===== config.mk =====
export PLATFORM = sky130hd
export DESIGN_NAME = alarm_snooze_controller_flat
export DESIGN_NICKNAME = d
export VERILOG_FILES = /design/src/rtl/alarm_snooze_controller_if.sv /design/src/rtl/alarm_snooze_controller.sv /design/src/flat_wrapper.sv
export SDC_FILE = /design/constraint.sdc
export NUM_CORES = 1
export LEC_CHECK = 0
export ABC_CLOCK_PERIOD_IN_PS = 2410
export BUFFER_PORTS_ARGS = -buffer_cell sky130_fd_sc_hd__buf_2
export CAP_MARGIN = 0
export CORE_MARGIN = 3
export CORE_UTILIZATION = 46
export CTS_CLUSTER_DIAMETER = 150
export DETAILED_ROUTE_END_ITERATION = 6
export PLACE_DENSITY = 0.69
export SYNTH_ARGS = -nofsm -noshare
export SYNTH_HDL_FRONTEND = slang
export SYNTH_SLANG_ARGS = --single-unit

===== constraint.sdc =====
create_clock -name i_Clk -period 2.41 [get_ports i_Clk]
set_input_delay 0.1205 -clock i_Clk [delete_from_list [all_inputs] [get_ports i_Clk]]
set_output_delay 0.1205 -clock i_Clk [all_outputs]
set_load 0.03 [all_outputs]

===== src/rtl/alarm_snooze_controller_if.sv =====
// alarm_snooze_controller_if: button/match inputs and status outputs of the alarm sequencer
interface alarm_snooze_controller_if;
    logic       i_Alarm_Enable;
    logic       i_Alarm_Match;
    logic       i_Minute_Pulse;
    logic       i_Snooze;
    logic       i_Dismiss;
    logic       o_Ringing;
    logic       o_Snoozing;
    logic [5:0] o_Snooze_Remaining;
    logic [2:0] o_Snooze_Count;
    logic [1:0] o_State;
    modport master (
        output i_Alarm_Enable, i_Alarm_Match, i_Minute_Pulse, i_Snooze, i_Dismiss,
        input  o_Ringing, o_Snoozing, o_Snooze_Remaining, o_Snooze_Count, o_State
    );
    modport slave (
        input  i_Alarm_Enable, i_Alarm_Match, i_Minute_Pulse, i_Snooze, i_Dismiss,
        output o_Ringing, o_Snoozing, o_Snooze_Remaining, o_Snooze_Count, o_State
    );
endinterface


===== src/rtl/alarm_snooze_controller.sv =====
// alarm_snooze_controller: ring / snooze / dismiss sequencing for the alarm path
module alarm_snooze_controller #(
    parameter int SNOOZE_MINUTES       = 9,
    parameter int RING_TIMEOUT_MINUTES = 10,
    parameter int MAX_SNOOZES          = 3
) (
    input logic                        i_Clk,
    input logic                        i_Reset,
    alarm_snooze_controller_if.slave   bus
);
    typedef enum logic [1:0] {IDLE = 2'b00, RINGING = 2'b01, SNOOZE = 2'b10, DONE = 2'b11} state_t;
    state_t     r_state, w_state;
    logic [5:0] r_ring, w_ring, r_rem, w_rem, w_ring_inc;
    logic [2:0] r_cnt, w_cnt;
    logic       r_ringing, r_snoozing;
    assign w_ring_inc = (r_ring == 6'h3f) ? r_ring : r_ring + 6'd1;
    // Next-state and counter update; enable low overrides every state
    always_comb begin
        w_state = r_state;
        w_ring  = r_ring;
        w_rem   = r_rem;
        w_cnt   = r_cnt;
        if (!bus.i_Alarm_Enable) begin
            w_state = IDLE;
            w_ring  = '0;
            w_rem   = '0;
            w_cnt   = '0;
        end else begin
            case (r_state)
                IDLE: if (bus.i_Alarm_Match) begin
                    w_state = RINGING;
                    w_ring  = '0;
                    w_cnt   = '0;
                end
                RINGING: if (bus.i_Dismiss) begin
                    w_state = DONE;
                end else if (bus.i_Snooze && r_cnt < 3'(MAX_SNOOZES)) begin
                    w_state = SNOOZE;
                    w_rem   = 6'(SNOOZE_MINUTES);
                    w_cnt   = r_cnt + 3'd1;
                end else if (bus.i_Minute_Pulse) begin
                    w_ring  = w_ring_inc;
                    w_state = (w_ring_inc == 6'(RING_TIMEOUT_MINUTES)) ? DONE : RINGING;
                end
                SNOOZE: if (bus.i_Dismiss) begin
                    w_state = DONE;
                    w_rem   = '0;
                end else if (bus.i_Minute_Pulse) begin
                    w_state = (r_rem <= 6'd1) ? RINGING : SNOOZE;
                    w_ring  = (r_rem <= 6'd1) ? 6'd0 : r_ring;
                    w_rem   = (r_rem <= 6'd1) ? 6'd0 : r_rem - 6'd1;
                end
                DONE: if (!bus.i_Alarm_Match) begin
                    w_state = IDLE;
                    w_cnt   = '0;
                end
                default: w_state = IDLE;
            endcase
        end
    end
    // State, counters and decoded outputs all register on the same edge
    always_ff @(posedge i_Clk) begin
        if (i_Reset) begin
            r_state    <= IDLE;
            r_ring     <= '0;
            r_rem      <= '0;
            r_cnt      <= '0;
            r_ringing  <= 1'b0;
            r_snoozing <= 1'b0;
        end else begin
            r_state    <= w_state;
            r_ring     <= w_ring;
            r_rem      <= w_rem;
            r_cnt      <= w_cnt;
            r_ringing  <= (w_state == RINGING);
            r_snoozing <= (w_state == SNOOZE);
        end
    end
    assign bus.o_State            = r_state;
    assign bus.o_Ringing          = r_ringing;
    assign bus.o_Snoozing         = r_snoozing;
    assign bus.o_Snooze_Remaining = r_rem;
    assign bus.o_Snooze_Count     = r_cnt;
endmodule


===== src/flat_wrapper.sv =====
// flat-port wrapper written by rule: the top's interface ports become plain ports
module alarm_snooze_controller_flat 
#(
    parameter int SNOOZE_MINUTES       = 9,
    parameter int RING_TIMEOUT_MINUTES = 10,
    parameter int MAX_SNOOZES          = 3
)
  (i_Clk, i_Reset, bus_i_Alarm_Enable, bus_i_Alarm_Match, bus_i_Minute_Pulse, bus_i_Snooze, bus_i_Dismiss, bus_o_Ringing, bus_o_Snoozing, bus_o_Snooze_Remaining, bus_o_Snooze_Count, bus_o_State);
  alarm_snooze_controller_if bus_i ();
  input logic i_Clk;
  input logic i_Reset;
  input wire logic [$bits(bus_i.i_Alarm_Enable)-1:0] bus_i_Alarm_Enable;
  input wire logic [$bits(bus_i.i_Alarm_Match)-1:0] bus_i_Alarm_Match;
  input wire logic [$bits(bus_i.i_Minute_Pulse)-1:0] bus_i_Minute_Pulse;
  input wire logic [$bits(bus_i.i_Snooze)-1:0] bus_i_Snooze;
  input wire logic [$bits(bus_i.i_Dismiss)-1:0] bus_i_Dismiss;
  output wire logic [$bits(bus_i.o_Ringing)-1:0] bus_o_Ringing;
  output wire logic [$bits(bus_i.o_Snoozing)-1:0] bus_o_Snoozing;
  output wire logic [$bits(bus_i.o_Snooze_Remaining)-1:0] bus_o_Snooze_Remaining;
  output wire logic [$bits(bus_i.o_Snooze_Count)-1:0] bus_o_Snooze_Count;
  output wire logic [$bits(bus_i.o_State)-1:0] bus_o_State;
  assign bus_i.i_Alarm_Enable = bus_i_Alarm_Enable;
  assign bus_i.i_Alarm_Match = bus_i_Alarm_Match;
  assign bus_i.i_Minute_Pulse = bus_i_Minute_Pulse;
  assign bus_i.i_Snooze = bus_i_Snooze;
  assign bus_i.i_Dismiss = bus_i_Dismiss;
  assign bus_o_Ringing = bus_i.o_Ringing;
  assign bus_o_Snoozing = bus_i.o_Snoozing;
  assign bus_o_Snooze_Remaining = bus_i.o_Snooze_Remaining;
  assign bus_o_Snooze_Count = bus_i.o_Snooze_Count;
  assign bus_o_State = bus_i.o_State;
  alarm_snooze_controller #(.SNOOZE_MINUTES(SNOOZE_MINUTES), .RING_TIMEOUT_MINUTES(RING_TIMEOUT_MINUTES), .MAX_SNOOZES(MAX_SNOOZES)) u_core (.i_Clk(i_Clk), .i_Reset(i_Reset), .bus(bus_i));
endmodule

==> out/metrics.csv <==
metric,value,unit
vias in the first global route,982,
port buffer count,19,
RSZ-0062 raised after global routing,false,
Seq. cell area,380,um^2
crit start category,flip-flop,
Initial DRT Pass Iterations,4,
period utilisation layout,78.0,%
die area,0.00321,mm^2
outcome,completed,
fillers,227,
CTS H-tree lvls,1,
# hold bufs at CTS,0,
CTS tree,yes,
Post-Syn Instances,147,
Area Overhead vs Synth,12.4,%
Max-Cap Viols,0,
Via-to-Cell Ratio,5.81,
total wire length,2.59,mm
area of the multi-input gates,753,um^2
fin. max-slew vios,0,
row count,17,
first-pass GRT wire length,4.43,mm
clock latency on the worst-skew pair,0.30,ns
Clock Sinks,19,
CP Capture Type,flip-flop,
clk slew on worst S/H paths,0.11,ns
Synth Register Bits,19,
final hold vios,0,
Root Driver,clkbuf_4,
Synth warnings,0,
post-CTS resize count,0,
CTS buffer count,3,
Remaining DRCs,0,
Setup Viol. Count Final,0,
crit path DAT,2.11,ns
"EDFF count, synth",0,
core footprint,0.00232,mm^2
"Remaining Overflow, GRT",0,
IO Pins,20,
Tmin final,1.88,ns
initial drt markers,41,
final clock skew,0.00527,ns
n_diodes,0,
Die W,56.7,um
Mapped Nets,158,
f_max,0.532,GHz
Detailed Place HPWL,1.94,mm
Cell variety after synth,41,
CP Max Fanout,6,
chip height,56.7,um
initial antenna violation count,0,
most frequent cells in the layout,"19 x buf_2, 19 x dfxtp_1, 18 x nor2_1, 10 x o21ai_0",
post-route cell area,0.00133,mm^2
syn avg cell area,8.03,um^2
"Setup Fix Bufs, Post-CTS",0,
largest net degree at the start of global routing,16,
Crit Path Category,reg2reg,
GP Congestion,0.847,
ys flop type,dfxtp_1,
"FFs w/ async S/R, synth",0,%
Worst Hold Class,in2reg,
Final #Nets,179,
Least-Margin Pin Slew,0.546,ns
sequential area share after synthesis,32.2,%
power density cells,435,mW/mm^2
relative slew slack,63.5,%
Via Count,1133,
setup_tns,0,ns
share of layout cells above drive strength 1,19.2,%
routed len/inst,13.3,um
Worst Path Required,2.63,ns
post-synthesis cell area,0.00118,mm^2
gr usage total,17.1,%
Worst IR Drop VDD,0.000396,V
CTS Buffer Depth,2,
"antenna viol nets, final",0,
Initial Util,50.9,%
Lkg Pwr,0.502,nW
final hold slack,0.216,ns
Post-DP Area,0.00130,mm^2
## per-layer routing
metal / vias to the layer above / part of all wire (%) / GRT usage, %
li1: 575 / - / -
met3: 0 / 4.7 / 5.06
met5: - / 0 / 0
met1: 531 / 47 / 23.0
met4: 0 / 0 / 2.03
met2: 27 / 48 / 27.6
## per-stage QoR
stage | worst slack [ns] | util (%) | std cells | power (mW)
final | 0.529 | 57.3 | 195 | 0.577
after global routing | 0.321 | 57.3 | 195 | 0.605
after CTS | 0.532 | 57.3 | 195 | 0.584
after detailed placement | 0.588 | 56.1 | 191 | 0.415
after global placement | 0.632 | 56.1 | 191 | 0.415
after floorplan | 0.565 | - | 147 | 0.392
## report_power, final
group	internal, mW	switching (mW)
clock network	0.0646	0.104
logic	0.0319	0.0526
registers	0.318	0.00560
total	0.415	0.162
## layout make-up
class,count,area share (%)
well taps,28,2.64
flip-flops and latches,19,28.7
repair buffers,20,7.73
clock buffers,4,1.98
inverters,8,2.26
multi-input cells,116,56.7
## Yosys cell counts (all sizes together) (3+ instances only)
master	number	area share (%)
a211oi	9	6.8
a21oi	9	4.1
a31oi	4	2.1
dfxtp	19	32
ha	4	4.2
inv	8	2.5
nand2	8	2.5
nand2b	5	2.6
nand3	4	1.7
nor2	18	5.7
nor2b	7	3.7
nor3	4	1.7
o21ai	15	6.7
o31ai	3	1.9
xor2	3	2.2
## critical path, cell delays in order, from the launching register on
cell	delay, ns
dfxtp_1	0.41
inv_1	0.06
ha_1	0.22
nor2_1	0.33
nor4b_2	0.12
a211oi_1	0.33
o21ai_2	0.16
a211oi_1	0.18
## worst paths after layout
check | startpoint | endpoint | slack (ns) | cells past startpoint
max | u_core.bus.o_Snooze_Remaining[0] | u_core.bus.o_Snooze_Remaining[1] | 0.53 | 7
min | bus_i_Dismiss | u_core.bus.o_Snoozing | 0.22 | 3
max reg2reg | u_core.bus.o_Snooze_Remaining[0] | u_core.bus.o_Snooze_Remaining[1] | 0.53 | 7
min reg2reg | u_core.bus.o_Snooze_Count[2] | u_core.bus.o_Snooze_Count[2] | 0.48 | 2
## flip-flops by register name (all words and copies together) (netlist names)
name,cells
u_core.bus.o_Ringing,1
u_core.bus.o_Snooze_Count,3
u_core.bus.o_Snooze_Remaining,6
u_core.r_ring,6
u_core.bus.o_Snoozing,1
u_core.bus.o_State,2
## logic make-up after synthesis
kind of cell / share of synthesized area (%)
AND/OR/NAND/NOR: 26.6
AO/OA/AOI/OAI: 29.1
flip-flops: 32.2
buffers and inverters: 4.03
XOR/XNOR: 2.97
adder cells (fa/ha/maj): 4.24
multiplexers: 0.847
(Power assumes the default switching activity.)
